===== src/rtl/regfile_sequencer.sv =====
// Register-file transfer sequencer: arbitrates fetch and exec requesters
// round-robin and steps each transfer through DRIVE, LOAD and ACK. All outputs
// are registered and are decoded from the state being entered.
module regfile_sequencer #(
   parameter int unsigned HOLD_CYCLES = 1
) (
   input  logic       clock,
   input  logic       reset,
   input  logic       fetch_req,
   output logic       fetch_ack,
   input  logic       exec_req,
   input  logic [2:0] exec_src,
   input  logic [2:0] exec_dst,
   output logic       exec_ack,
   output logic [7:0] notOE,
   output logic [7:0] notLoad,
   output logic       pcInc,
   output logic       busy
);

   typedef enum logic [1:0] {IDLE, DRIVE, LOAD, ACK} state_t;

   localparam logic [3:0] LAST_HOLD = 4'(HOLD_CYCLES - 1);
   localparam logic [2:0] PC_IDX    = 3'd7;

   state_t     state, nextState;
   logic [3:0] holdCnt, nextHoldCnt;
   logic       prioExec, nextPrioExec;
   logic       isExec, nextIsExec;
   logic       grantExec;
   logic [2:0] srcIdx, nextSrcIdx;
   logic [2:0] dstIdx, nextDstIdx;
   logic [7:0] nextNotOE, nextNotLoad;
   logic       nextPcInc, nextFetchAck, nextExecAck, nextBusy;

   // Next state, arbitration, operand latching and decode of the registered outputs.
   // Outputs are decoded from the next state and next operands so that the
   // registered values line up with the state they describe.
   always_comb begin
      nextState    = state;
      nextHoldCnt  = holdCnt;
      nextPrioExec = prioExec;
      nextIsExec   = isExec;
      nextSrcIdx   = srcIdx;
      nextDstIdx   = dstIdx;
      grantExec    = 1'b0;

      case (state)
         IDLE: begin
            if (fetch_req || exec_req) begin
               grantExec = exec_req && (!fetch_req || prioExec);
               if (fetch_req && exec_req) begin
                  nextPrioExec = !prioExec;
               end
               nextIsExec  = grantExec;
               nextSrcIdx  = grantExec ? exec_src : PC_IDX;
               nextDstIdx  = grantExec ? exec_dst : PC_IDX;
               nextHoldCnt = '0;
               nextState   = DRIVE;
            end
         end
         DRIVE: begin
            if (holdCnt == LAST_HOLD) begin
               nextHoldCnt = '0;
               nextState   = LOAD;
            end else begin
               nextHoldCnt = holdCnt + 4'd1;
            end
         end
         LOAD:    nextState = ACK;
         ACK:     nextState = IDLE;
         default: nextState = IDLE;
      endcase

      nextNotOE    = '1;
      nextNotLoad  = '1;
      nextPcInc    = 1'b0;
      nextFetchAck = 1'b0;
      nextExecAck  = 1'b0;
      nextBusy     = (nextState != IDLE);

      if (nextState == DRIVE || nextState == LOAD) begin
         nextNotOE[nextSrcIdx] = 1'b0;
      end
      if (nextState == LOAD) begin
         if (nextIsExec) begin
            nextNotLoad[nextDstIdx] = 1'b0;
         end else begin
            nextPcInc = 1'b1;
         end
      end
      if (nextState == ACK) begin
         nextFetchAck = !nextIsExec;
         nextExecAck  = nextIsExec;
      end
   end

   // State, operand and output registers; reset forces the idle values at once.
   always_ff @(posedge clock or posedge reset) begin
      if (reset) begin
         state     <= IDLE;
         holdCnt   <= '0;
         prioExec  <= 1'b0;
         isExec    <= 1'b0;
         srcIdx    <= '0;
         dstIdx    <= '0;
         notOE     <= '1;
         notLoad   <= '1;
         pcInc     <= 1'b0;
         fetch_ack <= 1'b0;
         exec_ack  <= 1'b0;
         busy      <= 1'b0;
      end else begin
         state     <= nextState;
         holdCnt   <= nextHoldCnt;
         prioExec  <= nextPrioExec;
         isExec    <= nextIsExec;
         srcIdx    <= nextSrcIdx;
         dstIdx    <= nextDstIdx;
         notOE     <= nextNotOE;
         notLoad   <= nextNotLoad;
         pcInc     <= nextPcInc;
         fetch_ack <= nextFetchAck;
         exec_ack  <= nextExecAck;
         busy      <= nextBusy;
      end
   end

endmodule


===== config.mk =====
export PLATFORM = sky130hd
export DESIGN_NAME = regfile_sequencer
export DESIGN_NICKNAME = d
export VERILOG_FILES = /design/src/rtl/regfile_sequencer.sv
export SDC_FILE = /design/constraint.sdc
export NUM_CORES = 1
export LEC_CHECK = 0
export ABC_AREA = 1
export BUFFER_PORTS_ARGS = -buffer_cell sky130_fd_sc_hd__buf_2
export CAP_MARGIN = 20
export CORE_AREA = 2 2 54 56
export CTS_BUF_LIST = sky130_fd_sc_hd__clkbuf_4 sky130_fd_sc_hd__clkbuf_8
export CTS_CLUSTER_DIAMETER = 120
export DETAILED_ROUTE_END_ITERATION = 10
export DIE_AREA = 0 0 56 58
export GPL_TIMING_DRIVEN = 1
export PLACE_DENSITY = 0.79
export SLEW_MARGIN = 40
export SYNTH_ARGS = -nofsm -noshare
export SYNTH_HDL_FRONTEND = slang
export SYNTH_SLANG_ARGS = --single-unit

===== constraint.sdc =====
create_clock -name clock -period 4.21 [get_ports clock]
set_clock_uncertainty 0.1 [all_clocks]
set_input_delay 0.842 -clock clock [delete_from_list [all_inputs] [get_ports clock]]
set_output_delay 0.842 -clock clock [all_outputs]
set_load 0.01 [all_outputs]

Word-level counts from Yosys, hierarchy flattened
Index checks and enable logic that the tools add are counted.

Add/subtract/negate cells: 1. Magnitude comparators: 4. Eq/ne operators: 7. Mux-type cells: 25. Bitwise operators: 2. Reduce and logical (&&, ||, !) cells: 16.

Operator list (number): two-way mux 8 bit (3); two-way mux 3 bit (6); NOT 8 bit (2); == test 2 bit (second input constant) (4); less-than comparator 3 x 4 -> 1 bit (second input constant) (2); two-way mux 1 bit (8); two-way mux 4 bit (2); one-hot mux 2 bit (4 select lines) (1); one-hot mux 4 bit (2 select lines) (1); demux 1 bit (select 3 bit) (2); >= comparator 3 x 1 -> 1 bit (second input constant) (2); adder 4 x 1 -> 4 bit (second input constant) (1); == test 2 x 1 -> 1 bit (second input constant) (2); logical AND 1 bit (4); logical NOT 4 bit (1); two-way mux 2 bit (2); nonzero test 2 bit (2); logical NOT 1 bit (3); logical OR 1 bit (3); AND reduction 3 bit (1); logical NOT 2 bit (1); inequality test 2 bit (second input constant) (1); AND reduction 2 bit (1).

Bits in registers: 34. Input port bits: 10. Output and inout port bits: 20. Word-level logic and storage cells: 67.

Longest topological paths before layout
Gate-level depths: netlist of the first run.

Depth after elaboration: 13. Gate-level depth with buffers: 10. Depth with buffers taken out: 10.

Least setup slack after synthesis of the first run
OpenSTA, ideal clock, no wires.

Path kind: input port to flip-flop. Start: input fetch_req. End: register notLoad[1]. Setup time: 82 ps. Arrival: 1835 ps. Required time: 4028 ps. Setup slack: 2193 ps. Cell stages on the path: 10. Path buffers: 1. Cell sequence: inv_1 -> nand2_2 -> nand2_4 -> buf_6 -> nand3_1 -> inv_1 -> ha_1 -> nand2_1 -> nor2_1 -> nand2_1.

Elaborated cells on any way between the ends: 20. Classes of those cells: 2 x order compare; 1 x eq/ne; 11 x mux; 1 x bitwise; 5 x reduce/logical.

RTL lines: start: declaration (line 9) `input logic fetch_req,`; logical OR 1 bit (line 50) `if (fetch_req || exec_req) begin`; two-way mux 2 bit (line 50); one-hot mux 2 bit (4 select lines) (line 48) `case (state)`; net nextState[0] (line 26) `state_t state, nextState;`; == test 2 bit (line 85) `if (nextState == LOAD) begin`; two-way mux 8 bit (line 85); net nextNotLoad[1] (line 33) `logic [7:0] nextNotOE, nextNotLoad;`; end signal: assignment (line 121) `notLoad <= nextNotLoad;`; end: declaration (line 16) `output logic [7:0] notLoad,`.

The timed path passes the listed nets, and every way through them passes these cells. A chain may end at the register's enable or synchronous reset.

Worst setup path after layout of the first run
Start: input exec_req. End: register notOE[6].

Elaborated cells on any way between the ends: 17. Classes of those cells: 2 x order compare; 2 x eq/ne; 8 x mux; 1 x bitwise; 4 x reduce/logical.

RTL lines: start: declaration (line 11) `input logic exec_req,`; logical OR 1 bit (*) (line 50); two-way mux 2 bit (*) (line 50); one-hot mux 2 bit (4 select lines) (*) (line 48); net nextState[0] (line 26); == test 2 x 1 -> 1 bit or == test 2 bit (tied branches) (line 82) `if (nextState == DRIVE || nextState == LOAD) begin`; logical OR 1 bit (*) (line 82); two-way mux 8 bit (*) (line 82); net nextNotOE[6] (line 33); end signal: assignment (line 120) `notOE <= nextNotOE;`; end: declaration (line 15) `output logic [7:0] notOE,`.

The timed path passes the listed nets; every way through them passes the cells marked *.

==> results of run 1 <==
## cells by family after synthesis
group,Yosys count
buffers and inverters,34
adder cells (fa/ha/maj),4
AO/OA/AOI/OAI,9
XOR/XNOR,3
AND/OR/NAND/NOR,82
flip-flops,34
## per-layer routing
layer | global-route usage (%) | vias up | wire length [um]
li1 | - | 564 | -
met1 | 21.27 | 530 | 1234
met2 | 33.28 | 27 | 1335
met3 | 7.143 | 9 | 112
met4 | 12.93 | 0 | 98
met5 | 0 | - | 0
## metrics by stage
| stage | power [mW] | setup WS (ns) |
|---|---|---|
| 2_1_floorplan | 0.7819 | 2.193 |
| 3_3_place_gp | 0.8695 | 1.968 |
| 3_5_place_dp | 0.8923 | 1.896 |
| 4_1_cts | 1.094 | 2.251 |
| 5_1_grt | 1.166 | 2.136 |
| 6_report | 1.078 | 2.249 |
## area by class of cell
type	count	area [sq um]	share of cell area, %
Sequential cell	34	870.8	49.61
Multi-Input combinational cell	98	505.5	28.80
Timing Repair Buffer	30	152.6	8.696
Inverter	33	123.9	7.056
Clock buffer	7	58.81	3.350
Tap cell	31	38.79	2.210
Clock inverter	1	5.005	0.2851
## sequential cells by signal, summed over array words and instances (netlist names)
name	flops
dstIdx	3
srcIdx	3
notOE	8
isExec	1
prioExec	1
exec_ack	1
notLoad	8
holdCnt	4
busy	1
fetch_ack	1
pcInc	1
state	2
## power breakdown
group / leakage, nW / internal, mW / switching (mW) / total, mW
Combinational: 0.510 / 0.135 / 0.296 / 0.431
Clock: 0.0387 / 0.0873 / 0.105 / 0.193
Sequential: 0.382 / 0.423 / 0.0313 / 0.454
## Yosys cell counts
cell and n:
buf_6 1, dfrtp_1 18, dfstp_2 16, ha_1 4, inv_1 32, inv_2 1
nand2_1 39, nand2_2 1, nand2_4 2, nand3_1 8, nor2_1 20, nor2_2 9
nor2_4 3, o21ai_0 6, o21ai_1 2, o21ai_2 1, xor2_1 3
## how the worst max path moves through the flow
stage,start,endpoint,slack (ns),depth (start not counted)
4_1_cts,notOE[6]$_DFF_PP1_,notOE[6],2.25,1
3_5_place_dp,exec_req,notOE[6]$_DFF_PP1_,1.90,9
3_3_place_gp,exec_req,notOE[3]$_DFF_PP1_,1.97,9
6_report,exec_req,notOE[6]$_DFF_PP1_,2.25,9
2_1_floorplan,fetch_req,notLoad[1]$_DFF_PP1_,2.19,10
5_1_grt,exec_req,notLoad[5]$_DFF_PP1_,2.14,10
## critical path, delay by kind of cell
kind	cells	cell delay [ns]
fa+ha+maj	1	0.31
buf+inv	3	0.28
simple gates	5	0.70
==> results.md, run 1 <==
* Num Clock Sinks at 34
* Worst IR Drop VDD at roughly 0.45 mV
* Number of instances in the synthesized netlist at 166
* Clock tree from TritonCTS: done
* Cell accounting for the most synthesized area: dfrtp_1
* Total count of hold-check failures in the final report at 0
* Mean area per synthesized cell at 9.105 sq um
* Total CTS buffers at 5
* Most common cell after layout, fill and taps aside: nand2_1
* Multiplexer area fraction after synthesis at 0%
* RR Endpoint: notOE[6]$_DFF_PP1_
* Max H-tree Level at 2
* Fraction of the mapped netlist area in compound gates at 3.228%
* Required time worst endpoint at ~4.4 ns
* Final number of max-transition violations at 0
* Setup repair after global routing missed its margin: no
* Aggregate negative setup slack at 0 ns
* Inserted Diodes at 0
* Final routed wire length divided by cell count at 11.88 um
* Chip width at 56 um
* Number of nets in the final layout at 216
* Final critical-path share of the clock period at 46.58%
* Number of resized instances in the post-cts repair step at 0
* Number of antenna violations at the first check in global routing at 0
* Maximum frequency from static timing analysis at 509.9 MHz
* Post-route DRC violation count at 0
* Final setup violation count at 0
* Max-cap viol count at 0
* Critical Path Slowest Stage Cell: ha_1
* Area growth from synthesis to layout at 16.14%
* Leakage at between 0.9 and 1 nW
* Setup Fix Bufs, Post-CTS at 0
* Hold Startpoint: isExec$_DFF_PP0_
* Post-DR vias/cell at approximately 4.8
* Share of synthesized cell area in and, or, nand and nor gates at around a quarter
* Number of global-route vias before repair at 1,125
* Startpoint kind of the worst setup timing path: primary input
* Rel. slew slack at 61.38%
* Crit Reg-Reg Startpoint: holdCnt[0]$_DFFE_PP0P_
* CP endpoint kind: register
* Tightest Pin Transition at 0.5785 ns
* Cell types with the largest area share after synthesis: dfrtp_1 (30%), dfstp_2 (28%), nand2_1 (9.7%)
* Maximum buffer depth of the clock tree at 2
* Clock-pin slew of the registers on the worst-case setup and hold paths at 0.10 ns
* Tot GR Track Use at about a fifth
* Min Tclk post-route at around 2.0 ns
* Sequential area share after synthesis at 57.62%
* Height of the chip at slightly below 60 um
* Finished Layout Cells at 234
* Total number of vias at about 1,100
* Number of buffer cells added on primary ports at 29
* DP Wirelength at around 2100 um
* Minimum setup slack among reg-to-reg paths at 2.36 ns
* Iter 0 DRT Violations at 26
* Capture endpoint of the worst hold path: fetch_ack$_DFF_PP0_
* Class of the most critical hold timing path: register to register
* Layout fillers at 214
* Ports at 30
* CP Cell Sequence: buf_2 > inv_2 > nand2_2 > nand2_4 > nand3_1 > inv_1 > ha_1 > nor2_1 > nand2_1
* Hold-fix buffer count after cts at 0
* Total routed wirelength at 2780 um
* Hold depth at 1
* Area share of the largest cell type after synthesis at 29.80%
* #FFs+latches synth at 34
* First-pass detailed-route iteration total at 4
* Library cell used as clock root buffer: clkbuf_4
* Largest net degree at the start of global routing at 30
* Post-Place Cells at roughly 230
* Effective utilization at floorplan at 56.77%
* Largest family of logic cells by synthesized area: simple AND/OR/NAND/NOR gates
* Core region area at about 0.0027 sq mm
* Remaining antenna violation count after routing at 0
* Total congestion overflow after global routing at 0
* Fraction of the mapped netlist area in adder cells at 3.311%
* Wire length of the first global-routing pass at around 4700 um
* Worst R2R Path Depth at 9
* Outcome: complete, no violations
* Critical Path Fanout Max at 16
* Synthesized-area fraction occupied by xor and xnor cells at 1.738%
* Power density cells at 614.2 mW/mm^2
* Clock network latency to the later pin of the worst-skew pair at approximately 0.33 ns
* Yosys warning total at 0
* Worst hold slack at 0.3494 ns
* Worst EP arrival at 2.13 ns
* Longest individual stage delay on the worst path at 0.31 ns
* Site row count at 19
* Placed instance area at ~0.0017 sq mm
* Commonest non-fill, non-tap cells in the layout: nand2_1 (39), inv_1 (31), buf_2 (29), nor2_1 (20), dfrtp_1 (18)
* Last weighted congestion value of the routability-driven placer at 0.8089
* Final Cell Area at around 0.0018 sq mm
* Library cells used by synthesis at 17
* Fraction of final layout cells with drive strength greater than 1 at approximately 35%
* Final Core Density at 65.93%
* Floorplan die area at ~0.0032 sq mm
* Net count after synthesis at 180
* Classification of the worst setup path: primary input to register
* Cell area after technology mapping at 0.001511 sq mm
(Power assumes the default switching activity.)
==> run 2: changes to the inputs <==
- CORE_AREA: 2 2 54 56 -> 2 2 58 60
- DIE_AREA: 0 0 56 58 -> 0 0 60 62
- PLACE_DENSITY: 0.79 -> 0.72
- clock period: 4.21 -> 1.7 ns (I/O delays scaled with it)
==> run 2 against run 1 <==
Global-route usage fell by 3.3 points. Critical path depth rose by 2. Worst setup slack got worse by 2.2 ns. Sequential share of layout area fell by 5.4 points. Flip-flop and latch count did not move. Power rose to 2.8 times the previous value. First-iteration DRC count did not move. Die area rose by 15%.
==> results.md, run 2 (synthesis results as in run 1) <==
* Hold Startpoint: fetch_req
* Worst R2R Path Depth at 11
* Fraction of final layout cells with drive strength greater than 1 at 47.49%
* Final routed wire length divided by cell count at 10.58 um
* Switching share of power at between 30% and 40%
* Post-route DRC violation count at 0
* Largest net degree at the start of global routing at 35
* Iter 0 DRT Violations at 26
* Library cell used as clock root buffer: clkbuf_4
* Number of nets in the final layout at 232
* Final critical-path share of the clock period at 98.56%
* Longest individual stage delay on the worst path at 0.41 ns
* Floorplan die area at approximately 0.0037 sq mm
* Remaining antenna violation count after routing at 0
* Internal cell power at 1.824 mW
* Number of global-route vias before repair at 1,064
* Startpoint kind of the worst setup timing path: register
* Crit Reg-Reg Startpoint: holdCnt[1]$_DFFE_PP0P_
* Height of the chip at 62 um
* Power density cells at 1531 mW/mm^2
* Site row count at 21
* Last weighted congestion value of the routability-driven placer at 0.8281
* Area growth from synthesis to layout at 30.38%
* Total count of hold-check failures in the final report at 0
* Total power after layout at 3.016 mW
* Wire length of the first global-routing pass at 4422 um
* Final setup violation count at 0
* Chip width at 60 um
* Worst EP arrival at 1.84 ns
* Total number of vias at 1,159
* Maximum buffer depth of the clock tree at 2
* Part of the total power dissipated in the clock network at ~16%
* Clock tree from TritonCTS: done
* Inserted Diodes at 0
* CP Cell Sequence: inv_2 > ha_4 > nand2_4 > nor2_4 > nor2_2 > inv_1 > ha_2 > nand2_2 > buf_6 > nor2_4 > nand2_1
* Largest registers in the final layout: notLoad (8), notOE (8), holdCnt (4)
* Most common cell after layout, fill and taps aside: nand2_1
* Post-Place Setup Slack at -0.07797 ns
* Min Tclk post-route at 1.675 ns
* Proportion of power drawn by combinational gates at 47.0%
* Final Core Density at 61.98%
* Tot GR Track Use at about 17%
* Final number of max-transition violations at 0
* Outcome: complete, no violations
* Part of the total power dissipated in sequential elements at 36.9%
* Critical Path Slowest Stage Cell: dfrtp_1
* Clock-pin slew of the registers on the worst-case setup and hold paths at 0.11 ns
* Ports at 30
* Commonest non-fill, non-tap cells in the layout: nand2_1 (34), inv_1 (29), buf_2 (29), dfrtp_1 (18), dfstp_2 (16)
* Number of buffer cells added on primary ports at 29
* Total routed wirelength at 2805 um
* Post-DR vias/cell at 4.374
* Switching power at 1.193 mW
* Max H-tree Level at 2
* Rel. slew slack at 72.52%
* Num Clock Sinks at 34
* Class of the most critical hold timing path: primary input to register
* Total congestion overflow after global routing at 0
* First-pass detailed-route iteration total at 4
* CP endpoint kind: register
* Core region area at roughly 0.0032 sq mm
* DP Wirelength at 1939 um
* Tightest Pin Transition at 0.4122 ns
* Dominant cell type by count on the critical path: nor2_4
* RR Endpoint: notLoad[2]$_DFF_PP1_
* Capture endpoint of the worst hold path: exec_ack$_DFF_PP0_
* Classification of the worst setup path: register to register
* Clock network latency to the later pin of the worst-skew pair at 0.35 ns
* Effective utilization at floorplan at 47.54%
* Setup repair after global routing missed its margin: yes
* Leakage at 1.021 nW
* Critical Path Fanout Max at 4
* Max-cap viol count at 0
* Number of antenna violations at the first check in global routing at 0
* Required time worst endpoint at 1.87 ns
* Least setup slack across all paths after layout at 0.02454 ns
* Worst IR Drop VDD at approximately 0.6 mV
* Maximum frequency from static timing analysis at 596.9 MHz
* Total CTS buffers at 5
* Hold depth at 4
* Minimum setup slack among reg-to-reg paths at around 0.025 ns
## run 2: through the flow
step | TNS, ns | std cells | hold WS, ns | cell area [sq um]
3_3_place_gp | -0.3303 | 253 | 0.3186 | 1800
6_report | 0 | 265 | 0.2341 | 1971
4_1_cts | 0 | 263 | 0.2233 | 1899
2_1_floorplan | 0 | 166 | 0.3030 | 1511
3_5_place_dp | -0.5139 | 253 | 0.3401 | 1800
5_1_grt | -0.4456 | 265 | 0.2519 | 1971
## run 2: repair_timing
action | 4_1_cts | 5_1_grt
endpoints found under the setup margin | 16 | 16
endpoints found under the hold margin | 18 | 0
buffers inserted | 1 | 2
hold buffers | 1 | 0
pin swaps | 1 | 7
resized for setup | 5 | 20
## run 2: worst max path at each step
stage | cells past startpoint | end | startpoint | slack, ns
floorplan | 8 | notOE[0]$_DFF_PP1_ | state[1]$_DFF_PP0_ | 0.05
global placement | 9 | notOE[6]$_DFF_PP1_ | holdCnt[1]$_DFFE_PP0P_ | -0.05
detailed placement | 9 | notOE[6]$_DFF_PP1_ | holdCnt[1]$_DFFE_PP0P_ | -0.08
CTS | 11 | notLoad[4]$_DFF_PP1_ | holdCnt[1]$_DFFE_PP0P_ | 0.006
global route | 10 | notLoad[2]$_DFF_PP1_ | holdCnt[3]$_DFFE_PP0P_ | -0.09
finish | 11 | notLoad[2]$_DFF_PP1_ | holdCnt[1]$_DFFE_PP0P_ | 0.02
## run 2: area by class of cell
class / count / area [sq um]
clock buffer: 7 / 58.81
inverter: 33 / 123.9
sequential: 34 / 870.8
fill: 283 / 1209
multi-input combinational: 98 / 575.6
clock inverter: 1 / 5.005
tap: 46 / 57.56
timing repair buffer: 46 / 279.0
## run 2: layer usage
metal / vias up / GRT usage [%] / share of wire [%] / routed length, um
li1: 591 / - / - / -
met1: 540 / 19.13 / 45 / 1271
met2: 21 / 26.71 / 48 / 1346
met3: 7 / 6.211 / 3.5 / 99
met4: 0 / 9.206 / 3.1 / 88
met5: - / 0 / 0 / 0
## run 2: critical path: cells and delay by family, from the launching register on
family / cells / cell delay (ns)
adders and majority gates: 2 / 0.32
buffers and inverters: 3 / 0.27
DFF: 1 / 0.41
and+or+nand+nor: 6 / 0.49
## run 2: power groups by stage
stage	Sequential (mW)	Combinational, mW	Clock, mW
2_1_floorplan	1.19	0.750	0
3_3_place_gp	1.12	1.22	0
3_5_place_dp	1.13	1.23	0
4_1_cts	1.11	1.34	0.505
5_1_grt	1.13	1.58	0.533
6_report	1.11	1.42	0.485
